### config.mk
export PLATFORM = sky130hd
export DESIGN_NAME = i2c_txn_sequencer_flat
export DESIGN_NICKNAME = d
export VERILOG_FILES = /design/src/rtl/i2c_txn_sequencer_if.sv /design/src/rtl/i2c_txn_sequencer.sv /design/src/flat_wrapper.sv
export SDC_FILE = /design/constraint.sdc
export NUM_CORES = 1
export LEC_CHECK = 0
export ABC_AREA = 1
export BUFFER_PORTS_ARGS = -buffer_cell sky130_fd_sc_hd__buf_2
export CORE_MARGIN = 2
export CORE_UTILIZATION = 35
export CTS_CLUSTER_SIZE = 25
export DETAILED_ROUTE_END_ITERATION = 6
export PLACE_DENSITY_LB_ADDON = 0.12
export SLEW_MARGIN = 20
export SYNTH_ARGS = -nofsm -noshare
export SYNTH_HDL_FRONTEND = slang
export SYNTH_SLANG_ARGS = --single-unit
export TNS_END_PERCENT = 50
### constraint.sdc
create_clock -name clk -period 1.91 [get_ports clk]
set_input_delay 0.382 -clock clk [delete_from_list [all_inputs] [get_ports clk]]
set_output_delay 0.382 -clock clk [all_outputs]
set_load 0.02 [all_outputs]
### src/rtl/i2c_txn_sequencer_if.sv
// -----------------------------------------------------------------------------
// i2c_txn_sequencer_if
// Groups the bus-condition strobes, the SDA pull-down, the write-byte handshake
// to the hash core and the hash read-back value used by i2c_txn_sequencer.
//   start_cond/stop_cond : one-cycle START/STOP pulses from the front end
//   scl_rise/scl_fall    : one-cycle synchronized SCL edge strobes
//   sda_in               : synchronized SDA level
//   sda_oe               : 1 = pull SDA low
//   wr_valid/wr_data/wr_ready : write byte handshake towards the hasher
//   hash_in              : current hash value, MSB byte is sent first
//   busy/overflow        : status
// Modport slave is the sequencer's view; master is the environment's view.
// -----------------------------------------------------------------------------
interface i2c_txn_sequencer_if #(
  parameter int HASH_BYTES = 4
);
  logic                    start_cond;
  logic                    stop_cond;
  logic                    scl_rise;
  logic                    scl_fall;
  logic                    sda_in;
  logic                    sda_oe;
  logic                    wr_valid;
  logic [7:0]              wr_data;
  logic                    wr_ready;
  logic [8*HASH_BYTES-1:0] hash_in;
  logic                    busy;
  logic                    overflow;

  modport slave (
    input  start_cond, stop_cond, scl_rise, scl_fall, sda_in, wr_ready, hash_in,
    output sda_oe, wr_valid, wr_data, busy, overflow
  );

  modport master (
    output start_cond, stop_cond, scl_rise, scl_fall, sda_in, wr_ready, hash_in,
    input  sda_oe, wr_valid, wr_data, busy, overflow
  );
endinterface

### src/rtl/i2c_txn_sequencer.sv
// -----------------------------------------------------------------------------
// i2c_txn_sequencer
// Byte-level I2C target controller. Receives the address byte, ACKs a match,
// hands write bytes to the hash core through a one-byte valid/ready slot and
// shifts out a snapshot of the hash value (MSB byte first) on reads.
// Ports:
//   clk   : system clock
//   rst_n : asynchronous active-low reset
//   bus   : i2c_txn_sequencer_if.slave (strobes, SDA, write handshake, status)
// All outputs are registered.
// -----------------------------------------------------------------------------
module i2c_txn_sequencer #(
  parameter logic [6:0] DEVICE_ADDR = 7'h2A,
  parameter int         HASH_BYTES  = 4
) (
  input  logic                 clk,
  input  logic                 rst_n,
  i2c_txn_sequencer_if.slave   bus
);

  localparam int HW    = 8 * HASH_BYTES;
  localparam int IDX_W = (HASH_BYTES > 1) ? $clog2(HASH_BYTES) : 1;

  typedef enum logic [2:0] {
    S_IDLE, S_ADDR, S_ADDR_ACK, S_WRITE, S_WRITE_ACK, S_READ, S_READ_ACK, S_IGNORE
  } state_t;

  state_t             state_q, state_d;
  logic [2:0]         bit_cnt_q, bit_cnt_d;
  logic [7:0]         shift_q, shift_d;
  logic               rw_q, rw_d;
  logic               ack_ok_q, ack_ok_d;
  // Second-half flag: in ACK states "ACK already driven", in READ "all 8 bits driven".
  logic               phase_q, phase_d;
  logic [HW-1:0]      snap_q, snap_d;
  logic [IDX_W-1:0]   idx_q, idx_d;
  logic               sda_oe_q, sda_oe_d;
  logic               wr_valid_q, wr_valid_d;
  logic [7:0]         wr_data_q, wr_data_d;
  logic               busy_q, busy_d;
  logic               overflow_q, overflow_d;

  logic [7:0]         shift_in_s;
  logic [7:0]         cur_byte_s;
  logic [IDX_W-1:0]   idx_next_s;

  // Byte k of the snapshot, counted from the most significant byte.
  function automatic logic [7:0] byte_sel(input logic [HW-1:0] v, input logic [IDX_W-1:0] k);
    logic [7:0] r;
    r = 8'h00;
    for (int i = 0; i < HASH_BYTES; i++) begin
      if (k == i[IDX_W-1:0]) r = v[8*(HASH_BYTES-1-i) +: 8];
    end
    return r;
  endfunction

  assign shift_in_s = {shift_q[6:0], bus.sda_in};
  assign cur_byte_s = byte_sel(snap_q, idx_q);
  assign idx_next_s = (idx_q == IDX_W'(HASH_BYTES - 1)) ? '0 : idx_q + IDX_W'(1);

  // Next-state and next-output logic.
  always_comb begin
    state_d    = state_q;
    bit_cnt_d  = bit_cnt_q;
    shift_d    = shift_q;
    rw_d       = rw_q;
    ack_ok_d   = ack_ok_q;
    phase_d    = phase_q;
    snap_d     = snap_q;
    idx_d      = idx_q;
    sda_oe_d   = sda_oe_q;
    wr_valid_d = wr_valid_q;
    wr_data_d  = wr_data_q;
    overflow_d = overflow_q;

    // Pending byte leaves the slot only through the handshake, never via START/STOP.
    if (wr_valid_q && bus.wr_ready) wr_valid_d = 1'b0;
    else                            wr_valid_d = wr_valid_q;

    if (bus.start_cond) begin
      state_d    = S_ADDR;
      bit_cnt_d  = 3'd0;
      phase_d    = 1'b0;
      sda_oe_d   = 1'b0;
      overflow_d = 1'b0;
    end else if (bus.stop_cond) begin
      state_d  = S_IDLE;
      sda_oe_d = 1'b0;
    end else begin
      case (state_q)
        S_ADDR: begin
          if (bus.scl_rise) begin
            shift_d   = shift_in_s;
            bit_cnt_d = bit_cnt_q + 3'd1;
            if (bit_cnt_q == 3'd7) begin
              if (shift_in_s[7:1] == DEVICE_ADDR) begin
                state_d = S_ADDR_ACK;
                rw_d    = shift_in_s[0];
                phase_d = 1'b0;
              end else begin
                state_d = S_IGNORE;
              end
            end else begin
              state_d = S_ADDR;
            end
          end else begin
            state_d = S_ADDR;
          end
        end
        S_ADDR_ACK: begin
          if (bus.scl_fall) begin
            if (!phase_q) begin
              sda_oe_d = 1'b1;
              phase_d  = 1'b1;
            end else if (rw_q) begin
              // Snapshot now; bit 7 of byte 0 comes straight from hash_in this cycle.
              snap_d    = bus.hash_in;
              idx_d     = '0;
              sda_oe_d  = ~bus.hash_in[HW-1];
              bit_cnt_d = 3'd1;
              phase_d   = 1'b0;
              state_d   = S_READ;
            end else begin
              sda_oe_d  = 1'b0;
              bit_cnt_d = 3'd0;
              phase_d   = 1'b0;
              state_d   = S_WRITE;
            end
          end else begin
            state_d = S_ADDR_ACK;
          end
        end
        S_WRITE: begin
          if (bus.scl_rise) begin
            shift_d   = shift_in_s;
            bit_cnt_d = bit_cnt_q + 3'd1;
            if (bit_cnt_q == 3'd7) begin
              if (!wr_valid_q) begin
                wr_data_d  = shift_in_s;
                wr_valid_d = 1'b1;
                ack_ok_d   = 1'b1;
              end else begin
                overflow_d = 1'b1;
                ack_ok_d   = 1'b0;
              end
              phase_d = 1'b0;
              state_d = S_WRITE_ACK;
            end else begin
              state_d = S_WRITE;
            end
          end else begin
            state_d = S_WRITE;
          end
        end
        S_WRITE_ACK: begin
          if (bus.scl_fall) begin
            if (!phase_q) begin
              sda_oe_d = ack_ok_q;
              phase_d  = 1'b1;
            end else begin
              sda_oe_d  = 1'b0;
              phase_d   = 1'b0;
              bit_cnt_d = 3'd0;
              state_d   = S_WRITE;
            end
          end else begin
            state_d = S_WRITE_ACK;
          end
        end
        S_READ: begin
          if (bus.scl_fall) begin
            if (phase_q) begin
              // Falling edge after bit 0: hand SDA to the master for its ACK.
              sda_oe_d = 1'b0;
              phase_d  = 1'b0;
              state_d  = S_READ_ACK;
            end else begin
              sda_oe_d  = ~cur_byte_s[3'd7 - bit_cnt_q];
              bit_cnt_d = bit_cnt_q + 3'd1;
              phase_d   = (bit_cnt_q == 3'd7);
            end
          end else begin
            state_d = S_READ;
          end
        end
        S_READ_ACK: begin
          if (bus.scl_rise) begin
            if (!bus.sda_in) begin
              idx_d     = idx_next_s;
              bit_cnt_d = 3'd0;
              phase_d   = 1'b0;
              state_d   = S_READ;
            end else begin
              state_d = S_IGNORE;
            end
          end else begin
            state_d = S_READ_ACK;
          end
        end
        S_IDLE, S_IGNORE: begin
          sda_oe_d = 1'b0;
        end
        default: begin
          state_d  = S_IDLE;
          sda_oe_d = 1'b0;
        end
      endcase
    end

    busy_d = (state_d != S_IDLE) && (state_d != S_IGNORE);
  end

  // State and output registers with asynchronous reset.
  always_ff @(posedge clk or negedge rst_n) begin
    if (!rst_n) begin
      state_q    <= S_IDLE;
      bit_cnt_q  <= 3'd0;
      shift_q    <= 8'h00;
      rw_q       <= 1'b0;
      ack_ok_q   <= 1'b0;
      phase_q    <= 1'b0;
      snap_q     <= '0;
      idx_q      <= '0;
      sda_oe_q   <= 1'b0;
      wr_valid_q <= 1'b0;
      wr_data_q  <= 8'h00;
      busy_q     <= 1'b0;
      overflow_q <= 1'b0;
    end else begin
      state_q    <= state_d;
      bit_cnt_q  <= bit_cnt_d;
      shift_q    <= shift_d;
      rw_q       <= rw_d;
      ack_ok_q   <= ack_ok_d;
      phase_q    <= phase_d;
      snap_q     <= snap_d;
      idx_q      <= idx_d;
      sda_oe_q   <= sda_oe_d;
      wr_valid_q <= wr_valid_d;
      wr_data_q  <= wr_data_d;
      busy_q     <= busy_d;
      overflow_q <= overflow_d;
    end
  end

  assign bus.sda_oe   = sda_oe_q;
  assign bus.wr_valid = wr_valid_q;
  assign bus.wr_data  = wr_data_q;
  assign bus.busy     = busy_q;
  assign bus.overflow = overflow_q;

endmodule
### src/flat_wrapper.sv
// flat-port wrapper written by rule: the top's interface ports become plain ports
module i2c_txn_sequencer_flat 
#(
  parameter logic [6:0] DEVICE_ADDR = 7'h2A,
  parameter int         HASH_BYTES  = 4
)
  (clk, rst_n, bus_start_cond, bus_stop_cond, bus_scl_rise, bus_scl_fall, bus_sda_in, bus_wr_ready, bus_hash_in, bus_sda_oe, bus_wr_valid, bus_wr_data, bus_busy, bus_overflow);
  i2c_txn_sequencer_if #(.HASH_BYTES(HASH_BYTES)) bus_i ();
  input  logic clk;
  input  logic rst_n;
  input wire logic [$bits(bus_i.start_cond)-1:0] bus_start_cond;
  input wire logic [$bits(bus_i.stop_cond)-1:0] bus_stop_cond;
  input wire logic [$bits(bus_i.scl_rise)-1:0] bus_scl_rise;
  input wire logic [$bits(bus_i.scl_fall)-1:0] bus_scl_fall;
  input wire logic [$bits(bus_i.sda_in)-1:0] bus_sda_in;
  input wire logic [$bits(bus_i.wr_ready)-1:0] bus_wr_ready;
  input wire logic [$bits(bus_i.hash_in)-1:0] bus_hash_in;
  output wire logic [$bits(bus_i.sda_oe)-1:0] bus_sda_oe;
  output wire logic [$bits(bus_i.wr_valid)-1:0] bus_wr_valid;
  output wire logic [$bits(bus_i.wr_data)-1:0] bus_wr_data;
  output wire logic [$bits(bus_i.busy)-1:0] bus_busy;
  output wire logic [$bits(bus_i.overflow)-1:0] bus_overflow;
  assign bus_i.start_cond = bus_start_cond;
  assign bus_i.stop_cond = bus_stop_cond;
  assign bus_i.scl_rise = bus_scl_rise;
  assign bus_i.scl_fall = bus_scl_fall;
  assign bus_i.sda_in = bus_sda_in;
  assign bus_i.wr_ready = bus_wr_ready;
  assign bus_i.hash_in = bus_hash_in;
  assign bus_sda_oe = bus_i.sda_oe;
  assign bus_wr_valid = bus_i.wr_valid;
  assign bus_wr_data = bus_i.wr_data;
  assign bus_busy = bus_i.busy;
  assign bus_overflow = bus_i.overflow;
  i2c_txn_sequencer #(.DEVICE_ADDR(DEVICE_ADDR), .HASH_BYTES(HASH_BYTES)) u_core (.clk(clk), .rst_n(rst_n), .bus(bus_i));
endmodule
; Yosys cells after proc, flatten, opt, wreduce, memory -nomap -nowiden
; Cells that the tools add are included.
; W data, S select, Z words.
[classes]
add_sub_neg = 3
muxes = 81
magnitude_cmp = 1
n_eq_ne = 37
reduce_logical = 26
bitwise = 5
[op_table]
columns = op, count
row1 = $mux W3, 25
row2 = $mux W1, 38
row3 = $mux W8, 4
row4 = $ne A3 B3 Y1 const B, 9
row5 = $reduce_and A11 Y1, 2
row6 = $pmux W3 S6, 1
row7 = $reduce_and A6 Y1, 3
row8 = $reduce_bool A6 Y1, 3
row9 = $mux W2, 8
row10 = $eq A3 B3 Y1 const B, 5
row11 = $ne A3 B2 Y1 const B, 5
row12 = $pmux W3 S5, 1
row13 = $ne A4 B4 Y1 const B, 3
row14 = $reduce_and A5 Y1, 2
row15 = $reduce_bool A2 Y1, 5
row16 = $ne A2 B2 Y1 const B, 4
row17 = $reduce_and A4 Y1, 2
row18 = $reduce_and A8 Y1, 1
row19 = $eq A7 B6 Y1 const B, 1
row20 = $eq A3 B2 Y1 const B, 2
row21 = $ne A3 B1 Y1 const B, 2
row22 = $reduce_or A2 Y1, 3
row23 = $not A1 Y1, 5
row24 = $pmux W1 S5, 1
row25 = other kinds (15), 18
[word_totals]
output_inout_bits = 12
elab_cells = 166
input_bits = 40
ff_bits = 62

; Logic depth before layout (Yosys ltp)
[logic_depth]
word_depth = 13
ltp_mapped = 15

; Least setup slack after synthesis
; No wires, ideal clock.
[synth_timing]
path_type = register to register
start = reg u_core.idx_q[1]
end = reg u_core.sda_oe_q (netlist: u_core.bus.sda_oe)
setup_time_ns = 0.117
n_path_buf = 1
arrival_time_ns = 1.510
slack_ns = 0.283
period_less_slack_ns = 1.627
stages_incl_launch_ff = 15
cell_sequence = dfrtp_1 > inv_1 > ha_1 > clkbuf_1 > a21oi_1 > nand2_1 > nand3_1 > nand2_1 > nand2_1 > nand2_1 > nand3_1 > nand3_1 > nand2_1 > nand2_1 > nand2_1
[synth_between]
elab_chain_cells = 13
elab_cells_between_ends = 16
classes_between = eq/ne (3) / mux (11) / bitwise (1) / reduce/logical (1)
[synth_lines]
columns = item, line
row1 = start: declaration, i2c_txn_sequencer.sv:36  ; logic [IDX_W-1:0] idx_q, idx_d;
row2 = start signal: assignment, i2c_txn_sequencer.sv:237  ; idx_q <= idx_d;
row3 = $logic_not A2 Y1, i2c_txn_sequencer.sv:52  ; if (k == i[IDX_W-1:0]) r = v[8*(HASH_BYTES-1-i) +: 8];
row4 = $mux W8 (3 in series), i2c_txn_sequencer.sv:52
row5 = $mux W8 *, i2c_txn_sequencer.sv:52
row6 = $bmux W1 S3 *, i2c_txn_sequencer.sv:178  ; sda_oe_d = ~cur_byte_s[3'd7 - bit_cnt_q];
row7 = $mux W1 (not written as such) *, i2c_txn_sequencer.sv:178
row8 = $not A1 Y1 *, i2c_txn_sequencer.sv:178
row9 = $mux W1 *, i2c_txn_sequencer.sv:172  ; if (phase_q) begin
row10 = $mux W1 *, i2c_txn_sequencer.sv:171  ; if (bus.scl_fall) begin
row11 = $pmux W1 S4 *, i2c_txn_sequencer.sv:90  ; case (state_q)
row12 = $mux W1 *, i2c_txn_sequencer.sv:86  ; end else if (bus.stop_cond) begin
row13 = $mux W1 *, i2c_txn_sequencer.sv:80  ; if (bus.start_cond) begin
row14 = end signal: assignment, i2c_txn_sequencer.sv:238  ; sda_oe_q <= sda_oe_d;
row15 = end: declaration, i2c_txn_sequencer.sv:37  ; logic sda_oe_q, sda_oe_d;
; Every way passes the cells marked *; elsewhere a longest branch is shown, timed or not. The select of a mux whose other input is x is not followed.
; A chain may end at the register's enable or synchronous reset.

; Worst setup path in the final report
[layout_timing]
start = reg u_core.state_q[0]
end = reg u_core.snap_q[16]
[layout_between]
elab_chain_cells = 2
[layout_lines]
columns = item, line
row1 = start: declaration, i2c_txn_sequencer.sv:28  ; state_t state_q, state_d;
row2 = start signal: assignment, i2c_txn_sequencer.sv:230  ; state_q <= state_d;
row3 = $eq A3 B2 Y1, i2c_txn_sequencer.sv:90
row4 = $reduce_and A6 Y1 (no line), -
row5 = end signal: assignment, i2c_txn_sequencer.sv:236  ; snap_q <= snap_d;
row6 = end: declaration, i2c_txn_sequencer.sv:35  ; logic [HW-1:0] snap_q, snap_d;
; Every way passes these cells.

==> summary.md <==
| Metric | Value |
|---|---|
| Cell total after placement | 579 |
| Overall Global Routing Usage | 0.173 |
| Initial antenna violation count | 0 |
| Worst slew margin | 0.713 |
| Antenna Cells | 0 |
| Yosys reg bits | 62 |
| Clk_lat worst skew | 0.35 ns |
| CP bufs+invs | 3 |
| Outcome | complete, no violations |
| Vias in the first global route | 2745 |
| CP Max Fanout | 43 |
| Syn avg cell area | 8.53 µm² |
| Slew @ Worst Pin | 0.427 ns |
| MaxCap Viol Count | 0 |
| Synth warn | 0 |
| Critical Path AT | 1.96 ns |
| Seq pwr share | 0.454 |
| DP HPWL | 6300 µm |
| DR WL/cell | 14.0 µm |
| FP Rows | 35 |
| Sw Share | 0.266 |
| Final Power | 3.15 mW |
| # setup viols final | 0 |
| Die X | 102 µm |
| Delay-heaviest family, CP | simple AND/OR/NAND/NOR gates |
| Pwr Density | 754 nW/µm² |
| Critical Path Start Type | register |
| Dpl cell area | 3870 µm² |
| Overflow after GRT | 0 |
| Worst path slowest cell | dfrtp_1 |
| First-pass GRT wire length | 13700 µm |
| CTS H-tree lvls | 3 |
| Slowest stage delay, CP | 0.43 ns |
| Required @ worst endpoint | 2.14 ns |
| Unrepaired setup endpoints after global routing | yes |
| Unique masters post-synth | 32 |
| Layout Skew | 0.00827 ns |
| Power share of the clock group | 0.434 |
| CP Cell Sequence | inv_2, nand2_2, nor2_4, inv_2, nor2_4, nand3_4, buf_12, mux2_4 |
| PortBufs | 51 |
| CP endpoint kind | register |
| Worst Setup Path Type | register to register |
| EDFF count, synth | 0 |
| CTS tree | built |
| Ports | 52 |
| Psw | 835 µW |
| Largest net degree at the start of global routing | 44 |
| Fin crit share | 0.907 |
| Routability congestion estimate | 0.962 |
| Final WL | 8360 µm |
| Cell internal pwr | 2.31 mW |
| R2r endpoint | u_core.snap_q[16] |
| Core Area | 9280 µm² |
| Ys async rst share | 1.00 |
| Deepest clock path buffer count | 2 |
| Layout cells sized above 1 | 0.288 |
| Via count | 2813 |
| Chip Height | 102 µm |
| DR iter-0 viols | 100 |
| Clock root buffer | clkbuf_8 |
| Starting density of the core | 0.363 |
| Mapped Area | 3370 µm² |
| Synth Instances | 395 |
| Maximum VDD drop | 386 µV |
| DRC violations left | 0 |
| Ys flop type | dfrtp_1 |
| Seq/Total Area, Yosys | 0.461 |
| Worst Setup SP | u_core.state_q[0] |
| Worst reg2reg setup slack | 0.18 ns |
| Post-route cell area | 4170 µm² |
| Hold Crit Class | input port to register |
| Slew Limit Fails | 0 |
| Worst setup path end | u_core.snap_q[16] |
| Nets@finish | 509 |
| Reg2Reg Depth | 8 |
| Min cycle time layout | 1.73 ns |
| CP Depth | 8 |
| Final hold violation count | 0 |
| Clock transition at path regs | 0.07 ns |
| Die Area | 10400 µm² |
| TNS Setup | 0 ns |
| Fin cells | 597 |
| Comb power frac | 0.112 |
| Remaining antenna violation count after routing | 0 |
| Lkg Pwr | 2.16 nW |
| Worst r2r src | u_core.state_q[0] |
| Total CTS buffers | 9 |
| Pre-antenna DRT Iters | 4 |
| Max Freq | 0.577 GHz |
| Syn nets | 441 |
| Layout area overhead | 23.8% |
| Vias per Instance | 4.71 |
| CTS Sinks | 62 |
==> final cells by class <==
class	count	area (µm²)
multi-input combinational	267	1600
inverter	55	206
clock buffer	11	151
timing repair buffer	68	423
sequential	62	1550
tap	129	161
fill	973	5110
clock inverter	5	81.3
==> worst register-to-register path, cell delays in order (launching register included) <==
cell and delay (ns):
dfrtp_1 0.43, inv_2 0.14, nand2_2 0.10, nor2_4 0.14
inv_2 0.06, nor2_4 0.13, nand3_4 0.08, buf_12 0.20
mux2_4 0.34
==> cells by family (layout without fill, tap and decap cells) <==
logic type               after synthesis  after routing  synth area share
flip-flops                            62             62             0.461
AO/OA/AOI/OAI                         72             72             0.125
buffers and inverters                 66            139            0.0817
multiplexers                          21             21            0.0892
adder cells (fa/ha/maj)                6              6            0.0223
AND/OR/NAND/NOR                      168            168             0.221
==> flip-flops by register name, indices dropped and copies added (netlist names) <==
| signal | cells |
|---|---|
| u_core.snap_q | 32 |
| u_core.bus.wr_data | 8 |
| u_core.shift_q | 7 |
| u_core.bit_cnt_q | 3 |
| u_core.state_q | 3 |
| u_core.idx_q | 2 |
| u_core.ack_ok_q | 1 |
| u_core.bus.busy | 1 |
| u_core.bus.overflow | 1 |
| u_core.bus.sda_oe | 1 |
| u_core.bus.wr_valid | 1 |
| u_core.phase_q | 1 |
| u_core.rw_q | 1 |
==> Yosys cell counts, types with 2 or more instances <==
cell type	count	area (µm²)
nand3_1	21	105
inv_1	52	195
a21oi_2	10	87.6
inv_2	3	11.3
clkbuf_1	4	15.0
o21ai_0	24	120
nor4_1	2	12.5
mux2_4	17	255
o22ai_1	3	18.8
nand2_1	101	379
dfrtp_1	62	1550
a21oi_1	19	95.1
nor3_1	4	20.0
o211ai_1	2	15.0
nand4_1	5	31.3
nor2_2	2	12.5
mux2_2	4	45.0
nor2_4	3	33.8
buf_6	3	33.8
buf_2	4	20.0
ha_1	6	75.1
o21ai_1	10	50.1
nor2_1	25	93.8
==> layer usage <==
| metal | vias up | global-route usage | part of all wire |
|---|---|---|---|
| met2 | 73 | 0.277 | 0.46 |
| li1 | 1426 | - | - |
| met3 | 18 | 0.0363 | 0.050 |
| met4 | 0 | 0.0790 | 0.023 |
| met5 | - | 0 | 0 |
| met1 | 1296 | 0.226 | 0.46 |
==> power by group through the flow <==
stage	logic, mW	registers, mW	clock network [mW]
after floorplan	0.190	1.44	0
after global placement	0.349	1.45	0
after detailed placement	0.351	1.45	0
after CTS	0.353	1.43	1.41
after global routing	0.410	1.44	1.46
final	0.354	1.43	1.37
==> repair_timing <==
item	in CTS	in global routing
hold buffers	1	0
gates resized for setup	0	14
endpoints found under the setup margin	0	5
hold endpoints to repair	2	0
setup buffers	0	1
==> cells in the final DEF (no fill, tap or decap), types with 2 or more instances in the layout <==
cell       netlist  routed
nor4_1           2       2
inv_1           52      50
nand2_1        101     101
ha_1             6       3
buf_4            0      13
nor3_1           4       3
a21oi_2         10      10
dfrtp_1         62      62
buf_12           0       3
o21ai_0         24      22
nor2_1          25      24
o21ai_1         10      12
ha_4             0       2
nor2_2           2       2
mux2_2           4       4
o211ai_1         2       2
o22ai_1          3       3
clkbuf_8         0      11
a21oi_1         19      19
nand3_1         21      21
nor2_4           3       4
inv_2            3       5
nand4_1          5       5
buf_2            4      51
mux2_4          17      17
bufinv_16        0       2
==> metrics by stage <==
| step | hold slack [ns] | util | setup WS, ns |
|---|---|---|---|
| detailed placement | 0.379 | 0.416 | 0.0240 |
| floorplan | 0.0864 | - | 0.283 |
| CTS | 0.192 | 0.443 | 0.0128 |
| global route | 0.234 | 0.449 | -0.0288 |
| finish | 0.213 | 0.449 | 0.177 |
| global placement | 0.387 | 0.416 | 0.0483 |
==> worst min-delay path by stage <==
stage,slack (ns),cells past startpoint,to,startpoint
detailed placement,0.38,2,u_core.snap_q[22],rst_n
global route,0.23,2,u_core.bus.wr_valid,bus_wr_ready
global placement,0.39,2,u_core.snap_q[22],rst_n
CTS,0.19,2,u_core.bus.wr_valid,bus_wr_ready
finish,0.21,2,u_core.bus.wr_valid,bus_wr_ready
floorplan,0.09,0,u_core.ack_ok_q,rst_n
Note: power is estimated with default switching activity, not from simulation.
